File: config.mk
export PLATFORM = sky130hd
export DESIGN_NAME = relu_pool_stage
export DESIGN_NICKNAME = d
export VERILOG_FILES = /design/src/rtl/relu_pool_stage.sv
export SDC_FILE = /design/constraint.sdc
export NUM_CORES = 1
export LEC_CHECK = 0
export CAP_MARGIN = 20
export CORE_MARGIN = 8
export CORE_UTILIZATION = 55
export CTS_CLUSTER_DIAMETER = 50
export DETAILED_ROUTE_END_ITERATION = 8
export PLACE_DENSITY = 0.77
export SLEW_MARGIN = 40
export SYNTH_ARGS = -nofsm -noshare
export SYNTH_HDL_FRONTEND = slang
export SYNTH_SLANG_ARGS = --single-unit
File: constraint.sdc
create_clock -name clk -period 5.3 [get_ports clk]
set_clock_uncertainty 0.15 [all_clocks]
set_input_delay 0.53 -clock clk [delete_from_list [all_inputs] [get_ports clk]]
set_output_delay 0.53 -clock clk [all_outputs]
set_load 0.01 [all_outputs]
File: src/rtl/relu_pool_stage.sv
`default_nettype none
// relu_pool_stage: ReLU + shift/saturate requant to u8 + 2x2 stride-2 max pool.
// Rev 1.0. Optional SAT_COUNT_EN adds the sat_count port and counter.
module relu_pool_stage #(
  parameter int IMG_W = 10,
  parameter int IMG_H = 10
) (
  input  logic        clk,
  input  logic        rst_n,
  input  logic        start,
  input  logic [4:0]  shift,
  input  logic        in_valid,
  output logic        in_ready,
  input  logic [31:0] in_data,
  output logic        out_valid,
  input  logic        out_ready,
  output logic [7:0]  out_data,
  output logic        done
`ifdef SAT_COUNT_EN
  ,
  output logic [15:0] sat_count
`endif
);

  localparam int CW    = (IMG_W > 1) ? $clog2(IMG_W) : 1;
  localparam int RW    = (IMG_H > 1) ? $clog2(IMG_H) : 1;
  localparam int PN    = IMG_W / 2;
  localparam int PW    = (PN > 1) ? $clog2(PN) : 1;
  localparam int CKEEP = 2 * (IMG_W / 2);
  localparam int RKEEP = 2 * (IMG_H / 2);

  typedef enum logic [1:0] {
    ST_IDLE  = 2'd0,
    ST_RUN   = 2'd1,
    ST_DRAIN = 2'd2,
    ST_DONE  = 2'd3
  } state_t;

  state_t          state;
  state_t          state_nxt;
  logic [CW-1:0]   col;
  logic [RW-1:0]   row;
  logic [4:0]      shift_q;
  logic [7:0]      held;
  logic [7:0]      lbuf [PN];

  logic            fire;
  logic            is_last;
  logic            keep;
  logic            neg;
  logic            sat_hit;
  logic [31:0]     shifted;
  logic [7:0]      q;
  logic [PW-1:0]   p;
  logic [7:0]      lbuf_rd;

  function automatic logic [7:0] max8(input logic [7:0] a, input logic [7:0] b);
    return (a > b) ? a : b;
  endfunction

  assign in_ready = (state == ST_RUN) && (!out_valid || out_ready);
  assign done     = (state == ST_DONE);
  assign fire     = in_valid && in_ready;
  assign is_last  = (row == RW'(IMG_H - 1)) && (col == CW'(IMG_W - 1));
  assign keep     = (int'(col) < CKEEP) && (int'(row) < RKEEP);

  // Negative samples never reach the shifter, so a logical shift suffices.
  assign neg      = in_data[31];
  assign shifted  = in_data >> shift_q;
  assign sat_hit  = !neg && (|shifted[31:8]);
  assign q        = neg ? 8'd0 : (sat_hit ? 8'hFF : shifted[7:0]);

  assign p        = PW'(col >> 1);
  assign lbuf_rd  = lbuf[p];

  always_comb begin
    state_nxt = state;
    case (state)
      ST_IDLE:  if (start) state_nxt = ST_RUN;
      ST_RUN:   if (fire && is_last) state_nxt = ST_DRAIN;
      ST_DRAIN: if (!out_valid || out_ready) state_nxt = ST_DONE;
      ST_DONE:  state_nxt = ST_IDLE;
      default:  state_nxt = ST_IDLE;
    endcase
  end

  always_ff @(posedge clk) begin
    if (!rst_n) begin
      state     <= ST_IDLE;
      row       <= '0;
      col       <= '0;
      shift_q   <= '0;
      held      <= '0;
      out_valid <= 1'b0;
      out_data  <= '0;
    end else begin
      state <= state_nxt;

      if (state == ST_IDLE) begin
        row <= '0;
        col <= '0;
        if (start) shift_q <= shift;
      end else if (fire) begin
        if (col == CW'(IMG_W - 1)) begin
          col <= '0;
          row <= (row == RW'(IMG_H - 1)) ? '0 : row + 1'b1;
        end else begin
          col <= col + 1'b1;
        end
        if (keep && !col[0]) begin
          held <= row[0] ? max8(lbuf_rd, q) : q;
        end
      end

      // The consumer may drain the register in the same cycle a new result lands.
      if (fire && keep && row[0] && col[0]) begin
        out_valid <= 1'b1;
        out_data  <= max8(held, q);
      end else if (out_ready) begin
        out_valid <= 1'b0;
      end
    end
  end

  // Line buffer is always written on an even row before the odd row reads it.
  always_ff @(posedge clk) begin
    if (fire && keep && !row[0] && col[0]) begin
      lbuf[p] <= max8(held, q);
    end
  end

`ifdef SAT_COUNT_EN
  always_ff @(posedge clk) begin
    if (!rst_n) begin
      sat_count <= '0;
    end else if ((state == ST_IDLE) && start) begin
      sat_count <= '0;
    end else if (fire && sat_hit && (sat_count != 16'hFFFF)) begin
      sat_count <= sat_count + 16'd1;
    end
  end
`endif

endmodule
`default_nettype wire

[Yosys cells after proc, flatten, opt, wreduce, memory -nomap -nowiden]
Memory sizes are Yosys's and may differ from the RTL's. A register that Yosys moved wholly into a read port is not among the register bits.
Index checks and enable logic that the tools add are counted.
Storage, ports and cells
  memories: 1
  bits of input ports: 42
  output and inout bits: 11
  bits in writable memories: 40
  register bits after elaboration: 32
  logic and storage cells: 67
Memory list
  lbuf: words 5, bits a word 8, rd ports 1, clocked after memory_dff 1, write ports 1, line 45  | logic [7:0] lbuf [PN];
Operators by class
  reduce and logical (&&, ||, !) cells: 25
  multiplexer cells: 17
  bitwise logic cells: 2
  $add $sub $neg: 2
  equal/unequal tests: 8
  order comparisons: 4
  shift-type cells: 1
Operators by type and width (count)
  8-bit 2-to-1 mux: 5
  32-bit by 5-bit >> shifter with 32-bit output: 1
  24-bit OR reduction: 1
  8-bit greater-than comparator: 2
  1-bit logical AND: 12
  4-bit by 1-bit adder with 4-bit output, second input constant: 2
  4-bit equality test, second input constant: 2
  4-bit < comparator, second input constant: 2
  4-bit 2-to-1 mux: 2
  2-bit one-hot mux with 4 select lines: 1
  2-bit 2-to-1 mux: 3
  3-bit 2-to-1 mux: 2
  3-bit AND reduction: 2
  2-bit equality test, second input constant: 2
  1-bit zero test: 4
  1-bit 2-to-1 mux: 4
  2-bit != test, second input constant: 2
  2-bit AND reduction: 2
  2-bit by 1-bit equality test with 1-bit output, second input constant: 1
  2-bit zero test: 1
  2-bit by 1-bit != test with 1-bit output, second input constant: 1
  1-bit inverter: 2
  2-bit nonzero test: 1
  2-bit OR reduction: 1
  1-bit logical OR: 1

[Longest topological paths before layout]
Gate-level depths: netlist of run 1.
  depth in word-level cells: 9
  mapped depth: 20
  depth with buffers taken out: 15

[Worst setup path after synthesis of run 1]
Ideal clock, no wire load.
  path type: in2reg
  from: input port in_data[11]
  to: register out_data[4]
  arrival time: 4.373 ns
  slack: 0.706 ns
  path buffers: 1
  setup time: 0.071 ns
  stages on the path: 16
  data required time: 5.079 ns
  path through: mux4_1 mux2_1 or4_4 a211oi_4 o21ai_4 nor3_2 or2_1 ha_1 a21o_1 a21o_1 a21oi_1 a21oi_1 or4_1 clkbuf_1 o221ai_1 o21bai_1
On the way
  word-level cells in the longest chain between the ends: 7
RTL lines
  start: declaration: line 14  | input logic [31:0] in_data,
  32-bit by 5-bit >> shifter with 32-bit output (*): line 69  | assign shifted = in_data >> shift_q;
  24-bit OR reduction: line 70  | assign sat_hit = !neg && (|shifted[31:8]);
  1-bit logical AND: line 70
  8-bit 2-to-1 mux (*) (2 in series): line 71  | assign q = neg ? 8'd0 : (sat_hit ? 8'hFF : shifted[7:0]);
  8-bit greater-than comparator: line 58  | return (a > b) ? a : b;
  8-bit 2-to-1 mux (*): line 58
  end signal: assignment: line 118  | out_data <= max8(held, q);
  end: declaration: line 17  | output logic [7:0] out_data,
Mark *: on every way between the ends. The rest lies on a longest branch, timed or not.
A chain may end at the register's enable or synchronous reset.

[Worst setup path in the final report of run 1]
  from: input port in_data[11]
  to: memory lbuf[1][4] (data pin)
On the way
  word-level cells in the longest chain between the ends: 7
RTL lines (line)
  32-bit by 5-bit >> shifter with 32-bit output (*): 69
  24-bit OR reduction: 70
  1-bit logical AND: 70
  8-bit 2-to-1 mux (*) (2 in series): 71
  8-bit greater-than comparator: 58
  8-bit 2-to-1 mux (*): 58
  end: declaration: 45
Marks and branches as above.

==> results of run 1 <==
power by group:
| part | total [W] | internal (W) | leakage, nW | switching, W |
|---|---|---|---|---|
| combinational | 0.000794 | 0.000350 | 1.47 | 0.000444 |
| sequential | 0.000709 | 0.000654 | 0.644 | 0.0000552 |
| clock | 0.000428 | 0.000178 | 0.0925 | 0.000250 |
logic make-up after synthesis:
logic type	count (synthesis)	synth area share, %
adder cells (fa/ha/maj)	20	4.68
buffers and inverters	52	4.21
flip-flops	75	35.6
AND/OR/NAND/NOR	152	14.9
XOR/XNOR	4	0.655
AO/OA/AOI/OAI	124	16.6
multiplexers	84	23.4
path summary, 6_finish.rpt:
kind | startpoint | endpoint | slack, ps | depth (start not counted)
worst max-delay path | in_data[11] | lbuf[1][4] | 330 | 17
worst min-delay path | out_data[0] | out_data[0] | 330 | 2
worst max register to register | shift_q[1] | lbuf[1][4] | 390 | 17
worst min register to register | out_data[0] | out_data[0] | 330 | 2
per-layer routing:
layer / vias to the layer above / track usage (%) / part of all wire, %
met5: - / 0 / 0
met4: 0 / 7.10 / 1.8
met3: 28 / 4.48 / 6.3
met2: 194 / 38.5 / 48
met1: 2206 / 29.7 / 44
li1: 2129 / - / -
metrics by stage:
stage          hold WS [ps]  setup TNS [ps]  power, W
5_1_grt                 350               0   0.00203
2_1_floorplan           322               0   0.00126
3_5_place_dp            311           -98.4   0.00150
4_1_cts                 334               0   0.00192
6_report                332               0   0.00193
3_3_place_gp            309               0   0.00148
flip-flops by register name, summed over array words and instances (netlist names), named ones only:
| signal | flops |
|---|---|
| row | 4 |
| col | 4 |
| held | 8 |
| out_valid | 1 |
| shift_q | 5 |
| lbuf | 40 |
| out_data | 8 |
| state | 2 |
placed cells by master (no fill, tap or decap), types with 4 or more instances in the layout:
master and count:
and3_1 4, or3_1 4, o21bai_1 5, a21oi_1 27
ha_1 20, nor3b_1 4, nand2b_1 5, o22ai_1 6
nand3_1 25, or2_1 4, nor3_1 16, a311oi_1 4
clkdlybuf4s50_1 52, a31oi_1 5, a221oi_1 8, clkbuf_8 9
dfxtp_1 34, o21ai_0 20, edfxtp_1 40, nor2b_1 10
o31ai_1 4, mux4_2 27, nand2_1 34, inv_1 21
o221ai_1 8, mux2_2 14, mux2i_1 37, buf_4 31
a21o_1 7, nor2_1 26
worst max-delay path: stages:
cell and delay, ps:
clkdlybuf4s50_1 490, mux4_1 560, mux2_1 330, or4_4 550, a211oi_4 250, o21ai_4 130, buf_4 190, nor3_2 160
or2_1 150, ha_1 250, and4_1 170, and3_1 180, a21o_1 190, buf_4 160, nand2_1 90, o21ai_0 90
a31oi_1 410
timing repair:
action	4_1_cts	5_1_grt
endpoints found under the setup margin	0	40
buffers inserted	0	0
gates resized for setup	0	5
final cells by class:
type,count,area (sq um),area share (%)
Multi-Input combinational cell,384,3240,51.1
Sequential cell,75,1910,30.1
Timing Repair Buffer,84,764,12.1
Tap cell,133,166,2.63
Clock buffer,9,124,1.96
Inverter,21,78.8,1.24
Clock inverter,7,58.8,0.928
==> qor.txt, run 1 <==
fin util: 66.0%
placed cell areas: 0.00613 sq mm
VDD IR max: 0.230 mV
Root Driver: clkbuf_8
Max FO, Critical Path: 7
Pwr per Cell Area: 305 mW/mm^2
GPL Wtd Cong: 0.966
RSZ-0062 raised after global routing: no
die area: 0.0131 sq mm
routed vias: 4557
layout cells sized above 1: 18.6%
Iter 0 DRT Violations: 364
top cells by area, synth: edfxtp_1 22%, dfxtp_1 13%, mux4_2 11%
vias in the first global route: 4593
count leader, synth: edfxtp_1
nets: 637
Routed WL: 14600 microns
Hold Buf Count CTS: 0
Post-synth EDFFs: 40
I/O Pins: 53
Max Root-Sink Buffers: 2
CTS tree: built
Tmin final: 4970 ps
CP startpoint kind: input pin
largest net degree at the start of global routing: 24
register area share after synthesis: 35.6%
post-synth cell types: 69
Cells after Synth: 511
relative slew slack: 49.6%
number of port buffers: 52
max cap viols: 0
Clock Latency Late Sink: 360 ps
Tcrit/Tclk final: 93.8%
Mapped Nets: 573
Placement Setup Slack: -38.1 ps
critical path data arrival time: 4910 ps
Worst Slack Setup Final: 330 ps
post-layout instance area: 0.00633 sq mm
syn avg cell area: 10.5 sq um
CTS Sinks: 75
Slew Limit Fails: 0
DR WL/cell: 20.5 microns
worst slew pin tran: 754 ps
Setup-failing EPs final: 0
Hold Crit Class: register to register
Yosys top cell by area: edfxtp_1
Yosys top cell area share: 22.5%
Core Region: 0.00959 sq mm
Async SR Flop Fraction: 0%
CP required: 5240 ps
Netlist Area Pre-Place: 0.00535 sq mm
fillcell total: 776
die width: 115 microns
Initial Utilization: 55.7%
commonest cells in the synthesized netlist: 40 x edfxtp_1, 38 x mux2i_1, 35 x dfxtp_1, 34 x nand2_1, 28 x a21oi_1
synth warn: 0
Fin. Hold Viols: 0
first-pass GRT wire length: 24000 microns
All-Layer GR Usage: 23.2%
CTS buffer count: 9
flops & latches, synth: 75
outcome: completed
Post-Layout Cell Count: 713
Synth Flop Type: edfxtp_1
Area Growth Syn to Fin: 18.5%
Site Rows: 36
CTS clk-pin slew, worst paths: 90 ps
Static Leak: 2.21 nW
drt first pass iters: 6
Worst setup EP type: register
drt via density: 6.39
HPWL Detailed: 11200 microns
Die Span Y: 115 microns
Max H-tree Level: 3
initial antenna violation count: 0
gr ovfl total: 0
antenna-violating nets left: 0
crit path kind: input pin to register
residual DRC count: 0
Fmax: 201 MHz
Cells after DPL: 697
n_diodes: 0
Power figures use the tool's default switching activity.
==> run 2: changes to the inputs <==
clock period = 4.8 ns   (was 5.3 ns; I/O delays follow)
==> qor.txt, run 2 (synthesis results as in run 1) <==
Final Hold Slack: 346 ps
Routed WL: 14700 microns
vias in the first global route: 4665
RSZ-0062 raised after global routing: yes
Tmin final: 4670 ps
CP max stage delay: 490 ps
Setup-failing EPs final: 0
most common cell after layout, fill and taps aside: buf_4
max reg flops: 40
DR WL/cell: 19.3 microns
critical path data arrival time: 4620 ps
antenna-violating nets left: 0
fillcell total: 711
Placement Setup Slack: -354 ps
Reg2Reg Setup Slack: 190 ps
routed vias: 4722
number of port buffers: 52
relative slew slack: 49.5%
total power: 0.00229 W
die width: 115 microns
most frequent cells in the layout: 74 x buf_4, 50 x clkdlybuf4s50_1, 40 x edfxtp_1
CTS Sinks: 75
Worst Slack Setup Final: 130 ps
Pwr per Cell Area: 337 mW/mm^2
Hold Buf Count CTS: 0
storage element area: 0.00191 sq mm
CP max stage cell: or4_4
Core Region: 0.00959 sq mm
layout cells sized above 1: 25.4%
drt first pass iters: 5
CP required: 4750 ps
outcome: completed
initial antenna violation count: 0
Hold Path Depth: 2
Clock Latency Late Sink: 360 ps
Largest delay share family, worst path: simple AND/OR/NAND/NOR gates
HPWL Detailed: 11400 microns
cells on worst reg2reg path: 17
Cells after DPL: 737
n_diodes: 0
Hold Crit Class: register to register
die area: 0.0131 sq mm
CTS tree: built
VDD IR max: 0.284 mV
gr ovfl total: 0
CTS buffer count: 9
Iter 0 DRT Violations: 458
worst slew pin tran: 758 ps
Top reg by flops: lbuf
Critical R2R Capture: lbuf[4][1]
Worst Hold End: out_data[0]
Site Rows: 36
CTS clk-pin slew, worst paths: 80 ps
Max Root-Sink Buffers: 2
first-pass GRT wire length: 23600 microns
Post-Layout Cell Count: 758
Fmax: 214 MHz
Die Span Y: 115 microns
Worst setup EP type: register
Crit path buffers/inverters: 5
Root Driver: clkbuf_8
I/O Pins: 53
Area Growth Syn to Fin: 26.7%
residual DRC count: 0
crit path kind: input pin to register
Worst path most repeated cell: buf_4
Initial Utilization: 55.7%
nets: 682
biggest registers after layout: lbuf (40), held (8), out_data (8)
max cap viols: 0
Fin. Hold Viols: 0
CP startpoint kind: input pin
fin util: 70.6%
crit path cell chain: clkdlybuf4s50_1 > buf_4 > mux4_2 > mux2_2 > or4_4 > a211oi_4 > o21ai_4 > buf_4 > nor2_4 > a21o_1 > ha_1 > and4_1 > and3_1 > a21o_1 > buf_4 > nand2b_1 > o22ai_1 > buf_4
Slew Limit Fails: 0
GPL Wtd Cong: 0.914
hold path startpoint: out_data[0]
Multi-input gate area: 0.00327 sq mm
Max H-tree Level: 3
Tcrit/Tclk final: 97.3%
RR Startpoint: shift_q[0]
Max FO, Critical Path: 9
largest net degree at the start of global routing: 24
All-Layer GR Usage: 22.6%
drt via density: 6.23
Static Leak: 2.48 nW
-- run 2: cell types whose count changed in the layout (fill, tap and decap cells not counted), sizes merged --
cell	before	now
clkbuf	9	10
dlymetal6s2s	0	2
inv	25	22
clkinv	2	3
buf	32	77
clkinvlp	1	0
clkdlybuf4s50	52	50
bufinv	0	2
-- run 2: layer usage --
layer	wire length (microns)	vias to the layer above	track usage [%]
met4	257	0	6.03
met3	832	28	4.22
met1	6550	2312	29.6
li1	-	2216	-
met5	0	-	0
met2	7020	166	37.2
-- run 2: metrics by stage --
stage               setup TNS [ps]  instance area, sq um
global route                  -127                  6770
global placement             -4980                  6450
floorplan                        0                  5350
detailed placement           -8630                  6450
finish                           0                  6770
CTS                              0                  6680
-- run 2: cell type report --
type                       count  area share, %
multi-input combinational    384           48.3
clock buffer                  10           1.88
clock inverter                 6           1.29
tap                          133           2.46
inverter                      21           1.16
timing repair buffer         129           16.7
sequential                    75           28.1
-- run 2: worst register-to-register path, cell delays in order, from the launching register on --
cell      delay, ps
dfxtp_4         430
buf_12          160
mux4_1          580
mux2_2          300
or4_4           430
a211oi_4        300
o21ai_4         100
buf_4           170
nor2_4          140
a21o_1          170
ha_1            230
and4_1          220
and3_1          180
a21o_1          170
buf_4           170
nand2b_1        170
o22ai_1         120
buf_4           170
-- run 2: what timing repair did --
action / 4_1_cts / 5_1_grt
gates resized for setup: 3 / 18
endpoints found under the setup margin: 4 / 31
setup buffers: 0 / 5
pin swaps: 0 / 6
-- run 2: report_power, final --
| part | switching (W) | internal (W) | leakage, nW |
|---|---|---|---|
| Sequential | 0.0000535 | 0.000723 | 0.644 |
| Clock | 0.000243 | 0.000294 | 0.111 |
| Combinational | 0.000515 | 0.000458 | 1.73 |
| Total | 0.000812 | 0.00147 | 2.48 |
-- run 2: worst max path at each step --
stage,startpoint,end,slack (ps),cells past startpoint
floorplan,in_data[11],out_data[4],260,16
global placement,in_data[16],out_data[4],-230,17
detailed placement,in_data[10],out_data[3],-350,17
CTS,in_data[10],out_data[3],9,17
global route,in_data[15],held[0],-20,19
finish,in_data[15],lbuf[4][1],130,18
==> run 3: changes to the inputs <==
ABC_AREA = 1   (was default)
CTS_CLUSTER_DIAMETER = default   (was 50)
PLACE_DENSITY = 0.78   (was 0.77)
==> qor.txt, run 3 <==
max cap viols: 0
Hold Buf Count CTS: 0
biggest registers after layout: lbuf (40), held (8), out_data (8)
Max Root-Sink Buffers: 2
Fmax: 251 MHz
Root Driver: clkbuf_8
Iter 0 DRT Violations: 397
Yosys top cell by area: edfxtp_1
Worst setup EP type: register
RSZ-0062 raised after global routing: no
cells on worst reg2reg path: 20
Tcrit/Tclk final: 82.9%
vias in the first global route: 4728
setup TNS: 0 ps
CTS clk-pin slew, worst paths: 90 ps
DR WL/cell: 15.0 microns
syn avg cell area: 6.85 sq um
n_diodes: 0
gr ovfl total: 0
top cells by area, synth: edfxtp_1 24%, nand2_1 16%, dfxtp_1 14%
Initial Utilization: 55.5%
first-pass GRT wire length: 22200 microns
register area share after synthesis: 37.8%
most common cell after layout, fill and taps aside: nand2_1
Cells after Synth: 734
Pwr per Cell Area: 378 mW/mm^2
largest net degree at the start of global routing: 36
max reg flops: 40
GPL Wtd Cong: 0.966
Die Span Y: 112 microns
critical path data arrival time: 3900 ps
most frequent cells in the layout: 214 x nand2_1, 133 x nand3_1, 65 x nor2_1
die width: 112 microns
CTS tree: built
All-Layer GR Usage: 21.4%
antenna-violating nets left: 0
Tmin final: 3980 ps
Hold Crit Class: register to register
Post-Layout Cell Count: 887
initial antenna violation count: 0
routed vias: 5037
count leader, synth: nand2_1
post-CTS setup buffers: 0
Post-CTS Resized: 0
die area: 0.0125 sq mm
drt first pass iters: 6
flops & latches, synth: 75
commonest cells in the synthesized netlist: 214 x nand2_1, 133 x nand3_1, 68 x nor2_1, 49 x inv_1, 44 x o21ai_0
relative slew slack: 50.3%
VDD IR max: 0.304 mV
I/O Pins: 53
Fin. Hold Viols: 0
Top reg by flops: lbuf
Async SR Flop Fraction: 0%
Routed WL: 13300 microns
Slew Limit Fails: 0
Netlist Area Pre-Place: 0.00503 sq mm
Area Growth Syn to Fin: 15.3%
CTS Sinks: 75
residual DRC count: 0
worst slew pin tran: 745 ps
Core Region: 0.00906 sq mm
Site Rows: 35
Synth Flop Type: edfxtp_1
Max FO, Critical Path: 25
layout cells sized above 1: 4.38%
crit path kind: register to register
Setup-failing EPs final: 0
Cells after DPL: 871
Reg2Reg Setup Slack: 820 ps
CTS buffer count: 9
Static Leak: 2.52 nW
total power: 0.00220 W
fillcell total: 835
Yosys top cell area share: 23.9%
CP startpoint kind: register
outcome: completed
post-synth cell types: 34
synth warn: 0
number of port buffers: 52
nets: 833
CP required: 4720 ps
Mapped Nets: 796
HPWL Detailed: 9990 microns
Max H-tree Level: 3
drt via density: 5.68
Hold Path Depth: 2
Post-synth EDFFs: 40
Clock Latency Late Sink: 350 ps
[run 3: logic make-up (layout without fill, tap and decap cells)]
family                     Yosys count  count (layout)  synth area share (%)
adders and majority gates           20              20                  4.97
buffers and inverters               86             128                  6.91
AOI/OAI and AO/OA                  117             117                  13.2
muxes                                2               2                 0.398
DFF                                 75              75                  37.8
and+or+nand+nor                    434             434                  36.7
[run 3: cell type report]
class	count	area, sq um	share of cell area [%]
repair buffers	59	573	9.88
multi-input cells	573	2800	48.2
clock buffers	9	124	2.14
clock inverters	7	68.8	1.19
inverters	53	199	3.43
flip-flops and latches	75	1900	32.8
well taps	111	139	2.39
[run 3: power by group]
part,internal [W],switching (W)
Combinational,0.000335,0.000645
Clock,0.000202,0.000278
Sequential,0.000709,0.0000263
Total,0.00125,0.000950
[run 3: metal layers]
layer	share of wire, %	GRT usage [%]	vias up
met2	49	37.7	161
li1	-	-	2575
met3	5.2	3.46	20
met4	1.4	6.02	0
met1	45	26.3	2281
met5	0	0	-
[run 3: critical path: stages, from the launching register on]
cell and delay (ps):
dfxtp_1 330, inv_1 540, buf_4 280, nand3_1 120
nand2_1 80, nor2_1 40, nand2_1 60, nand2_1 50
nand3_1 80, nand2_1 160, nand3_1 170, nand2_1 130
ha_1 330, a21oi_1 140, o21ai_0 100, nand2_1 70
o211ai_1 80, nand2_1 280, inv_1 250, nand2_1 140
nand2_1 140
[run 3: final timing paths]
check,start,to
setup reg to reg,shift_q[2],lbuf[1][1]
hold / removal,held[5],held[5]
hold reg to reg,held[5],held[5]
setup / recovery,shift_q[2],lbuf[1][1]
[run 3: metrics by stage]
step                      cell area, sq um  hold slack, ps  utilization [%]  worst slack (ps)
after floorplan                       5030             308                -              1700
after global routing                  5800             366             64.0               373
final                                 5800             346             64.0               822
after CTS                             5800             348             63.9               823
after detailed placement              5600             335             61.8               705
after global placement                5590             325             61.7               710
